**src/rtl/gbe_tx_arb.sv**
```systemverilog
// Two-source MAC TX arbiter: whole-packet grants, MAX_LEN truncation, inter-frame gap.
// Define GBE_TX_ARB_STATS_EN to add app/cpu packet and truncation counters.
module gbe_tx_arb #(
   parameter int unsigned CPU_PRIORITY = 0,
   parameter int unsigned MAX_LEN      = 1518,
   parameter int unsigned IFG_CYCLES   = 12
) (
   input  logic        mac_clk,
   input  logic        mac_rst_n,
   input  logic        local_enable,
   input  logic        app_ready,
   input  logic [7:0]  app_data,
   input  logic        app_eof,
   output logic        app_rd,
   output logic        app_done,
   input  logic        cpu_ready,
   input  logic [7:0]  cpu_data,
   input  logic        cpu_eof,
   output logic        cpu_rd,
   output logic        cpu_done,
   output logic [7:0]  mac_tx_data,
   output logic        mac_tx_dvld,
   input  logic        mac_tx_ack,
   output logic        trunc_err,
   output logic        busy,
`ifdef GBE_TX_ARB_STATS_EN
   output logic [31:0] app_pkt_cnt,
   output logic [31:0] cpu_pkt_cnt,
   output logic [31:0] trunc_cnt,
`endif
   output logic        grant_cpu
);

   localparam logic [11:0] MAX_L = 12'(MAX_LEN);
   localparam logic [7:0]  IFG   = 8'(IFG_CYCLES);

   typedef enum logic [2:0] {
      S_IDLE,
      S_LEAD,
      S_STREAM,
      S_DRAIN,
      S_GAP
   } state_t;

   state_t      state, state_nxt;
   logic [11:0] byte_cnt, byte_cnt_nxt, cnt_inc;
   logic [7:0]  gap_cnt, gap_cnt_nxt;
   logic        grant_nxt;
   logic        pop;
   logic        end_pkt;
   logic        trunc_nxt;
   logic        head_eof;
   logic        elig_app;

   assign elig_app = app_ready && local_enable;
   assign head_eof = grant_cpu ? cpu_eof : app_eof;
   assign cnt_inc  = byte_cnt + 12'd1;

   always_ff @(posedge mac_clk or negedge mac_rst_n) begin
      if (!mac_rst_n) begin
         state     <= S_IDLE;
         byte_cnt  <= '0;
         gap_cnt   <= '0;
         grant_cpu <= 1'b1;
         app_done  <= 1'b0;
         cpu_done  <= 1'b0;
         trunc_err <= 1'b0;
      end else begin
         state     <= state_nxt;
         byte_cnt  <= byte_cnt_nxt;
         gap_cnt   <= gap_cnt_nxt;
         grant_cpu <= grant_nxt;
         app_done  <= end_pkt && !grant_cpu;
         cpu_done  <= end_pkt && grant_cpu;
         trunc_err <= trunc_nxt;
      end
   end

   always_comb begin
      state_nxt    = state;
      byte_cnt_nxt = byte_cnt;
      gap_cnt_nxt  = gap_cnt;
      grant_nxt    = grant_cpu;
      pop          = 1'b0;
      end_pkt      = 1'b0;
      trunc_nxt    = 1'b0;
      case (state)
         S_IDLE: begin
            if (cpu_ready || elig_app) begin
               // On a tie the source not granted last time wins unless CPU has priority.
               if (cpu_ready && elig_app)
                  grant_nxt = (CPU_PRIORITY != 0) ? 1'b1 : !grant_cpu;
               else
                  grant_nxt = cpu_ready;
               byte_cnt_nxt = '0;
               state_nxt    = S_LEAD;
            end
         end
         S_LEAD, S_STREAM: begin
            if (state == S_STREAM || mac_tx_ack) begin
               pop          = 1'b1;
               byte_cnt_nxt = cnt_inc;
               if (head_eof) begin
                  end_pkt     = 1'b1;
                  gap_cnt_nxt = '0;
                  state_nxt   = S_GAP;
               end else if (cnt_inc == MAX_L) begin
                  trunc_nxt = 1'b1;
                  state_nxt = S_DRAIN;
               end else begin
                  state_nxt = S_STREAM;
               end
            end
         end
         S_DRAIN: begin
            pop = 1'b1;
            if (head_eof) begin
               end_pkt     = 1'b1;
               gap_cnt_nxt = '0;
               state_nxt   = S_GAP;
            end
         end
         S_GAP: begin
            gap_cnt_nxt = gap_cnt + 8'd1;
            if (({1'b0, gap_cnt} + 9'd1) >= {1'b0, IFG})
               state_nxt = S_IDLE;
         end
         default: state_nxt = S_IDLE;
      endcase
   end

   assign mac_tx_dvld = (state == S_LEAD) || (state == S_STREAM);
   assign mac_tx_data = mac_tx_dvld ? (grant_cpu ? cpu_data : app_data) : 8'h00;
   assign app_rd      = pop && !grant_cpu;
   assign cpu_rd      = pop && grant_cpu;
   assign busy        = (state != S_IDLE);

`ifdef GBE_TX_ARB_STATS_EN
   always_ff @(posedge mac_clk or negedge mac_rst_n) begin
      if (!mac_rst_n) begin
         app_pkt_cnt <= '0;
         cpu_pkt_cnt <= '0;
         trunc_cnt   <= '0;
      end else begin
         if (app_done)  app_pkt_cnt <= app_pkt_cnt + 32'd1;
         if (cpu_done)  cpu_pkt_cnt <= cpu_pkt_cnt + 32'd1;
         if (trunc_err) trunc_cnt   <= trunc_cnt + 32'd1;
      end
   end
`endif

endmodule

```
**config.mk**
```make
export PLATFORM = sky130hd
export DESIGN_NAME = gbe_tx_arb
export DESIGN_NICKNAME = d
export VERILOG_FILES = /design/src/rtl/gbe_tx_arb.sv
export SDC_FILE = /design/constraint.sdc
export NUM_CORES = 1
export LEC_CHECK = 0
export CORE_UTILIZATION = 45
export CTS_CLUSTER_DIAMETER = 120
export DETAILED_ROUTE_END_ITERATION = 6
export GPL_ROUTABILITY_DRIVEN = 0
export GPL_TIMING_DRIVEN = 1
export PLACE_DENSITY = 0.75
export SKIP_LAST_GASP = 1
export SLEW_MARGIN = 20
export SYNTH_ARGS = -nofsm -noshare
export SYNTH_HDL_FRONTEND = slang
export SYNTH_SLANG_ARGS = --single-unit
export TNS_END_PERCENT = 50
```
**constraint.sdc**
```tcl
create_clock -name mac_clk -period 1.9 [get_ports mac_clk]
set_input_delay 0.475 -clock mac_clk [delete_from_list [all_inputs] [get_ports mac_clk]]
set_output_delay 0.475 -clock mac_clk [all_outputs]
set_load 0.01 [all_outputs]
```
## Word level (Yosys, flattened, before mapping)

Index checks and enable logic that the tools add are counted.

| cells by class | value |
|---|---|
| multiplexer cells | 26 |
| eq/ne operators | 9 |
| add/subtract/negate cells | 3 |
| reductions and logical operators | 19 |
| order comparisons | 1 |

Operator list:

| operator | count |
|---|---|
| two-way mux 8 bit | 4 |
| two-way mux 12 bit | 2 |
| case mux 12 bit (2 select lines) | 1 |
| case mux 8 bit (3 select lines) | 1 |
| two-way mux 3 bit | 5 |
| adder 12 x 1 -> 12 bit, second input constant | 1 |
| == test 12 x 11 -> 1 bit, second input constant | 1 |
| case mux 3 bit (4 select lines) | 1 |
| two-way mux 1 bit | 10 |
| adder 8 x 1 -> 9 bit, second input constant | 1 |
| >= comparator 9 x 4 -> 1 bit, second input constant | 1 |
| adder 8 x 1 -> 8 bit, second input constant | 1 |
| != test 2 bit, second input constant | 4 |
| == test 3 x 2 -> 1 bit, second input constant | 2 |
| logical AND 1 bit | 6 |
| nonzero test 3 bit | 2 |
| case mux 1 bit (2 select lines) | 2 |
| AND reduction 2 bit | 2 |
| AND reduction 4 bit | 1 |
| == test 3 x 1 -> 1 bit, second input constant | 1 |
| == test 3 bit, second input constant | 1 |
| zero test 3 bit | 1 |
| logical OR 1 bit | 3 |
| AND reduction 3 bit | 1 |
| 3 further kinds | 3 |

| storage, ports and cells | value |
|---|---|
| input bits | 24 |
| word-level logic and storage cells | 65 |
| bits in registers | 27 |
| output and inout port bits | 16 |

## Logic depth before layout (Yosys ltp)

Gate-level depths: netlist of the first run.

| depth | value |
|---|---|
| depth after elaboration | 6 |
| gate-level depth with buffers | 7 |
| mapped depth without buffers | 6 |

## Worst setup path before layout of the first run

Ideal clock, no wire load.

| path | value |
|---|---|
| path kind | reg-to-output |
| start point | register grant_cpu |
| end point | output mac_tx_data[1] |
| setup slack | -0.020 ns |
| stages on the path, launching flop included | 5 |
| arrival time | 1.445 ns |
| cells stage by stage | dfstp_2 -> clkbuf_1 -> buf_1 -> mux2i_1 -> nor2_1 |

| on the way | value |
|---|---|
| longest elaborated chain between the ends | 2 |

Ends and longest elaborated chain:

| what | line | source |
|---|---|---|
| start: declaration | 31 | `output logic grant_cpu` |
| start signal: assignment | 72 | `grant_cpu <= grant_nxt;` |
| two-way mux 8 bit (2 in series) | 133 | `assign mac_tx_data = mac_tx_dvld ? (grant_cpu ? cpu_data : app_data) : 8'h00;` |
| end: declaration | 21 | `output logic [7:0] mac_tx_data,` |

No other way between the ends.

## Worst setup path after layout of the first run

| path | value |
|---|---|
| start point | register state[1] |
| end point | output busy |

| on the way | value |
|---|---|
| longest elaborated chain between the ends | 1 |

Ends and longest elaborated chain:

| what | line | source |
|---|---|---|
| start: declaration | 45 | `state_t state, state_nxt;` |
| start signal: assignment | 69 | `state <= state_nxt;` |
| nonzero test 3 bit | 136 | `assign busy = (state != S_IDLE);` |
| end: declaration | 25 | `output logic busy,` |

No other way between the ends.

==> results of run 1 <==
-- cell usage after synthesis (2+ instances only) --
cell type / count
and3_1: 2
nor2_1: 23
buf_1: 2
a31oi_1: 3
o21a_1: 3
nor4_1: 2
ha_1: 4
nand2_1: 12
dfrtp_1: 26
mux2i_1: 10
and4b_1: 2
o21ai_0: 28
a211oi_1: 4
nor2b_1: 2
o31ai_1: 7
nand4b_1: 2
and2_1: 6
nor3_1: 5
nand3_1: 14
a211o_1: 2
xor2_1: 3
clkbuf_1: 13
nand2b_1: 7
inv_1: 4
a21oi_1: 8
a21o_1: 3
nand4_1: 3
-- cell type report --
type / count / area share (%)
Multi-Input combinational cell: 172 / 43.93
Tap cell: 48 / 2.277
Sequential cell: 27 / 25.71
Timing Repair Buffer: 80 / 25.62
Clock inverter: 1 / 0.3321
Inverter: 4 / 0.5693
Clock buffer: 3 / 1.565
-- worst reg2reg max path, delay by kind of cell, from the launching register on --
kind | cells | cell delay, ps
AND/OR/NAND/NOR | 3 | 410
flip-flops | 1 | 560
multiplexers | 1 | 190
AO/OA/AOI/OAI | 1 | 240
buffers and inverters | 3 | 440
-- stage by stage --
| step | instance area (um^2) | utilization, % |
|---|---|---|
| finish | 2638 | 69.43 |
| global route | 2638 | 69.43 |
| CTS | 2571 | 67.69 |
| detailed placement | 2484 | 65.38 |
| global placement | 2484 | 65.38 |
| floorplan | 1846 | - |
-- registers in the layout (all words and copies together) (netlist names) --
| name | flops |
|---|---|
| state | 3 |
| cpu_done | 1 |
| byte_cnt | 12 |
| gap_cnt | 8 |
| app_done | 1 |
| trunc_err | 1 |
| grant_cpu | 1 |
-- metal layers --
layer / global-route usage, % / vias up / routed length (um)
li1: - / 942 / -
met1: 30.43 / 897 / 2321
met2: 40.56 / 59 / 2315
met3: 2.931 / 2 / 192
met4: 8.777 / 0 / 33
met5: 0 / - / 0
-- worst max-delay path by stage --
| stage | from | to | slack, ps | depth (start not counted) |
|---|---|---|---|---|
| finish | state[1]$_DFFE_PN0P_ | busy | -120 | 5 |
| CTS | grant_cpu$_DFFE_PN1P_ | grant_cpu | -100 | 2 |
| global route | state[1]$_DFFE_PN0P_ | busy | -190 | 5 |
| global placement | mac_tx_ack | cpu_rd | -410 | 5 |
| floorplan | byte_cnt[0]$_DFFE_PN0P_ | trunc_err$_DFF_PN0_ | 130 | 6 |
| detailed placement | mac_tx_ack | cpu_rd | -430 | 5 |
-- where the power goes --
| group | internal (mW) | switching, mW |
|---|---|---|
| sequential | 0.675 | 0.117 |
| combinational | 0.925 | 0.870 |
| clock | 0.154 | 0.208 |
-- what timing repair did --
item                                    4_1_cts  5_1_grt
pin swaps                                     2        2
resized for setup                            29       27
endpoints found under the setup margin       13       23
setup buffers                                 4        7
cloned                                        0        1
-- cell families (layout without fill, tap and decap cells) --
family / count (synthesis) / after routing / share of synthesized area, %
muxes: 11 / 11 / 6.038
DFF: 27 / 27 / 36.70
AOI/OAI and AO/OA: 65 / 66 / 22.86
buffers and inverters: 20 / 88 / 4.138
and+or+nand+nor: 88 / 88 / 26.12
adders and majority gates: 4 / 4 / 2.714
xor gates and xnor gates: 3 / 3 / 1.425
==> impl_metrics.csv, run 1 <==
group,metric,value,unit
floorplan,coreArea,3799,um^2
floorplan,start_util,48.55,%
place,io_buffers,39,
layout,diodes,0,
routing,via_count,1900,
hold_path,holdPathEnd,"gap_cnt[7]$_DFFE_PN0P_",
worst_setup_path,critPathSlowestCell,"dfrtp_1",
yosys,async_flop_share,100.0,%
yosys,synth_area,1844,um^2
floorplan,dieWidth,66.02,um
worst_setup_path,end_kind,"output port",
worst_setup_path,reg2reg_slack,20,ps
worst_setup_path,crit_top_cell,"buf_4",
cts,clk_path_buf_depth,2,
grt,grt_pass1_vias,1908,
worst_setup_path,crit_required,1420,ps
layout,fillers,303,
floorplan,num_rows,22,
sta,setup_tns,-308.8,ps
layout,multiInputGateArea,1159,um^2
cts,hold_buffers,0,
power,power_density,1118,nW/um^2
grt,grt-ovfl-total,0,
routing,ant_nets,0,
worst_setup_path,critical_path_buf_inv_count,4,
sta,setup_violations,7,
hold_path,holdPathStages,1,
routing,postRouteWirelength,4.862,mm
sta,setup_ws,-115.5,ps
worst_setup_path,reg2reg_depth,8,
sta,fin_crit,2015,ps
yosys,synth-seq-cells,27,
sta,fmax,0.4962,GHz
yosys,seq_area_frac_synth,36.70,%
layout,seqCellArea,678.2,um^2
place,pre_cts_slack,-430.1,ps
sta,rsz0062_at_grt,"yes",
worst_setup_path,cp_top_family,"buffers and inverters",
layout,final_common_cell,"buf_4",
yosys,ys.flop_type,"dfrtp_1",
place,dpl.hpwl,3.265,mm
yosys,syn_inst,218,
sta,clock_skew,9.930,ps
run,drv_cap,0,
yosys,synth_cell_types,45,
cts,clock_tree.root_cell,"clkbuf_8",
worst_setup_path,cp_max_fo,3,
yosys,synth_top_area_cell,"dfrtp_1",
yosys,synth_edf_count,0,
cts,cts_num_sinks,27,
routing,drc_errors,0,
yosys,syn-num-nets,246,
worst_setup_path,max_stage_delay,420,ps
worst_setup_path,worstSetupPathType,"reg -> out",
routing,wl_per_cell,14.51,um
layout,nNetsFinal,316,
status,status,"finished, violations left",
yosys,synthTopCellsByArea,"dfrtp_1 35%, o21ai_0 7.6%, mux2i_1 5.4%, nor2_1 4.7%, nand3_1 3.8%",
cts,clk_latency,280,ps
floorplan,pin_count,40,
floorplan,fp.dieH,66.02,um
cts,htreeDepth,1,
grt,grt_max_degree,28,
cts,path_clk_slew,110,ps
grt,antenna_found_initial,0,
sta,finalCritPeriodShare,106.1,%
status,violations,"setup timing",
yosys,yosys_warnings,0,
worst_setup_path,crit_path_start_kind,"register",
routing,viasPerCell,5.672,
hold_path,worstHoldStart,"gap_cnt[7]$_DFFE_PN0P_",
power,p_leak,1.182,nW
floorplan,die_area,4359,um^2
sta,tightest_slew,400.2,ps
layout,syn2layout_area_growth,43.01,%
power,power.total,2.949,mW
worst_setup_path,critical_path.cell_chain,"buf_4 -> buf_4 -> nor3_2 -> inv_1 -> dlygate4sd2_1",
grt,gr-usage-all-layers,23.74,%
worst_setup_path,r2r_end,"trunc_err$_DFF_PN0_",
hold_path,hold_path_class,"reg -> reg",
place,dp.cells,319,
worst_setup_path,critPathArrivalTime,1540,ps
yosys,postSynthAreaPerCell,8.460,um^2
sta,slew_headroom,73.04,%
layout,final_cell_mix,"38 x buf_4, 28 x o21ai_0, 25 x dfrtp_1, 25 x clkdlybuf4s50_1, 20 x nor2_1",
grt,grt_pass1_wl,8.142,mm
cts,cts_made_buffers,3,
worst_setup_path,r2r-start,"grant_cpu$_DFFE_PN1P_",
sta,hold_ws,511.1,ps
cts,cts_tree,"yes",
routing,drtIter0Drc,114,
sta,hold_viol,0,
yosys,synth_top_area_share,35.28,%
power,peakVddDrop,677.3,uV
layout,drive_above_1_share,26.13,%
routing,first_pass_iters,4,
sta,drv_slew,0,
layout,fin_cells,335,
Note: power is estimated with default switching activity, not from simulation.
==> inputs of run 2 (changes only) <==
--- a/config.mk
+++ b/config.mk
@@ -10,7 +10,7 @@
 export DETAILED_ROUTE_END_ITERATION = 6
 export GPL_ROUTABILITY_DRIVEN = 0
 export GPL_TIMING_DRIVEN = 1
-export PLACE_DENSITY = 0.75
+export PLACE_DENSITY = 0.72
 export SKIP_LAST_GASP = 1
 export SLEW_MARGIN = 20
 export SYNTH_ARGS = -nofsm -noshare
==> constraint.sdc (replaced) <==
create_clock -name mac_clk -period 2.45 [get_ports mac_clk]
set_input_delay 0.6125 -clock mac_clk [delete_from_list [all_inputs] [get_ports mac_clk]]
set_output_delay 0.6125 -clock mac_clk [all_outputs]
set_load 0.01 [all_outputs]
==> impl_metrics.csv, run 2 (synthesized netlist as in run 1, its figures left out) <==
group,metric,value,unit
grt,grt_pass1_vias,1603,
grt,busiest_layer,"met2",
grt,gr-usage-all-layers,21.36,%
cts,cts_made_buffers,3,
layout,diodes,0,
place,dp.cells,299,
place,io_buffers,39,
sta,slew_headroom,58.55,%
cts,clk_latency,280,ps
hold_path,hold_path_class,"reg -> reg",
sta,fin_crit,2429,ps
worst_setup_path,crit_path_start,"state[0]$_DFFE_PN0P_",
power,p_leak,1.063,nW
layout,top_register,"byte_cnt",
cts,path_clk_slew,100,ps
sta,finalCritPeriodShare,99.13,%
grt,antenna_found_initial,0,
grt,grt-ovfl-total,0,
layout,nNetsFinal,287,
sta,rsz0062_at_grt,"yes",
worst_setup_path,cp_max_fo,9,
sta,clock_skew,10.59,ps
layout,fin_cells,306,
cts,cts_tree,"yes",
sta,hold_viol,0,
routing,wl_per_cell,13.79,um
layout,final_common_cell,"clkdlybuf4s50_1",
worst_setup_path,end_kind,"output port",
place,dpl.hpwl,3.048,mm
layout,top_regs,"byte_cnt: 12 flops, gap_cnt: 8 flops, state: 3 flops",
cts,htreeDepth,1,
layout,drive_above_1_share,10.08,%
run,drv_cap,0,
routing,postRouteWirelength,4.220,mm
grt,met1_usage,26.82,%
sta,tightest_slew,616.1,ps
power,internal_power,1.160,mW
hold_path,holdPathStages,1,
routing,drc_errors,0,
status,status,"finished clean",
sta,drv_slew,0,
worst_setup_path,crit_required,1840,ps
grt,grt_max_degree,28,
power,power_switching_share,40.80,%
sta,fmax,0.4117,GHz
floorplan,coreArea,3799,um^2
worst_setup_path,r2r-start,"byte_cnt[0]$_DFFE_PN0P_",
worst_setup_path,crit_path_start_kind,"register",
worst_setup_path,worstSetupPathType,"reg -> out",
routing,via_count,1749,
sta,hold_ws,503.0,ps
cts,cts_num_sinks,27,
cts,clock_tree.root_cell,"clkbuf_8",
grt,grt_pass1_wl,7.169,mm
floorplan,start_util,48.55,%
floorplan,pin_count,40,
hold_path,worstHoldStart,"gap_cnt[7]$_DFFE_PN0P_",
floorplan,num_rows,22,
routing,ant_nets,0,
worst_setup_path,reg2reg_depth,6,
sta,setup_violations,0,
layout,largest_reg_flops,12,
floorplan,die_area,4359,um^2
routing,viasPerCell,5.716,
power,seqPwrFrac,33.5,%
sta,setup_tns,0,ps
routing,drtIter0Drc,121,
routing,first_pass_iters,4,
power,power_switching,799.1,uW
floorplan,dieWidth,66.02,um
layout,syn2layout_area_growth,29.71,%
floorplan,fp.dieH,66.02,um
layout,final_cell_mix,"31 x clkdlybuf4s50_1, 28 x o21ai_0, 26 x dfrtp_1",
power,power_density,818.8,nW/um^2
grt,use_met2,36.73,%
power,peakVddDrop,727.4,uV
cts,clk_path_buf_depth,2,
grt,use_met3,4.138,%
power,combPwrFrac,53.0,%
power,clockPowerShare,13.5,%
worst_setup_path,critPathArrivalTime,1820,ps
run 2: repair_timing:
action | 4_1_cts | 5_1_grt
pin swaps | 0 | 1
cloned | 0 | 0
resized for setup | 8 | 3
endpoints found under the setup margin | 11 | 7
hold buffers | 0 | 0
buffers inserted | 0 | 3
run 2: final cells by class:
cell class,count,area (um^2)
Tap cell,48,60.06
Timing Repair Buffer,52,489.2
Inverter,4,15.01
Sequential cell,27,676.9
Clock buffer,3,41.29
Clock inverter,1,7.507
Fill cell,333,1406
Multi-Input combinational cell,171,1102
run 2: per-stage QoR:
| stage | setup slack (ps) | instance area [um^2] | util (%) | total power, mW |
|---|---|---|---|---|
| 2_1_floorplan | 392.0 | 1844 | - | 1.224 |
| 6_report | 21.28 | 2392 | 62.98 | 1.959 |
| 3_5_place_dp | -155.6 | 2308 | 60.77 | 1.672 |
| 5_1_grt | -52.67 | 2392 | 62.98 | 2.108 |
| 3_3_place_gp | -116.9 | 2308 | 60.77 | 1.652 |
| 4_1_cts | -10.63 | 2362 | 62.19 | 1.938 |
run 2: worst paths after layout:
kind                                               end  slack (ps)
worst min-delay path            gap_cnt[7]$_DFFE_PN0P_         500
worst max-delay path                    mac_tx_data[3]          20
worst max register to register     trunc_err$_DFF_PN0_         400
worst min register to register  gap_cnt[7]$_DFFE_PN0P_         500
min in group asynchronous       gap_cnt[1]$_DFFE_PN0P_         700
max in group asynchronous        grant_cpu$_DFFE_PN1P_        1430
run 2: metal layers:
metal	up-vias	share of wire, %	routed length (um)
met5	-	0	0
met4	0	0.83	35
met3	2	4.3	182
met2	43	48	2016
met1	819	47	1986
li1	885	-	-
run 2: power by group through the flow:
stage | clock network [mW] | registers (mW) | logic (mW)
after global routing | 0.293 | 0.670 | 1.14
after CTS | 0.275 | 0.658 | 1.00
final | 0.264 | 0.656 | 1.04
after global placement | 0 | 0.662 | 0.990
after detailed placement | 0 | 0.666 | 1.01
after floorplan | 0 | 0.590 | 0.634
run 2: critical path, cell delays in order (launching register included):
cell and delay (ps):
dfrtp_1 420, nand2b_1 200, a21o_4 270, nor2_1 100, clkdlybuf4s50_1 530
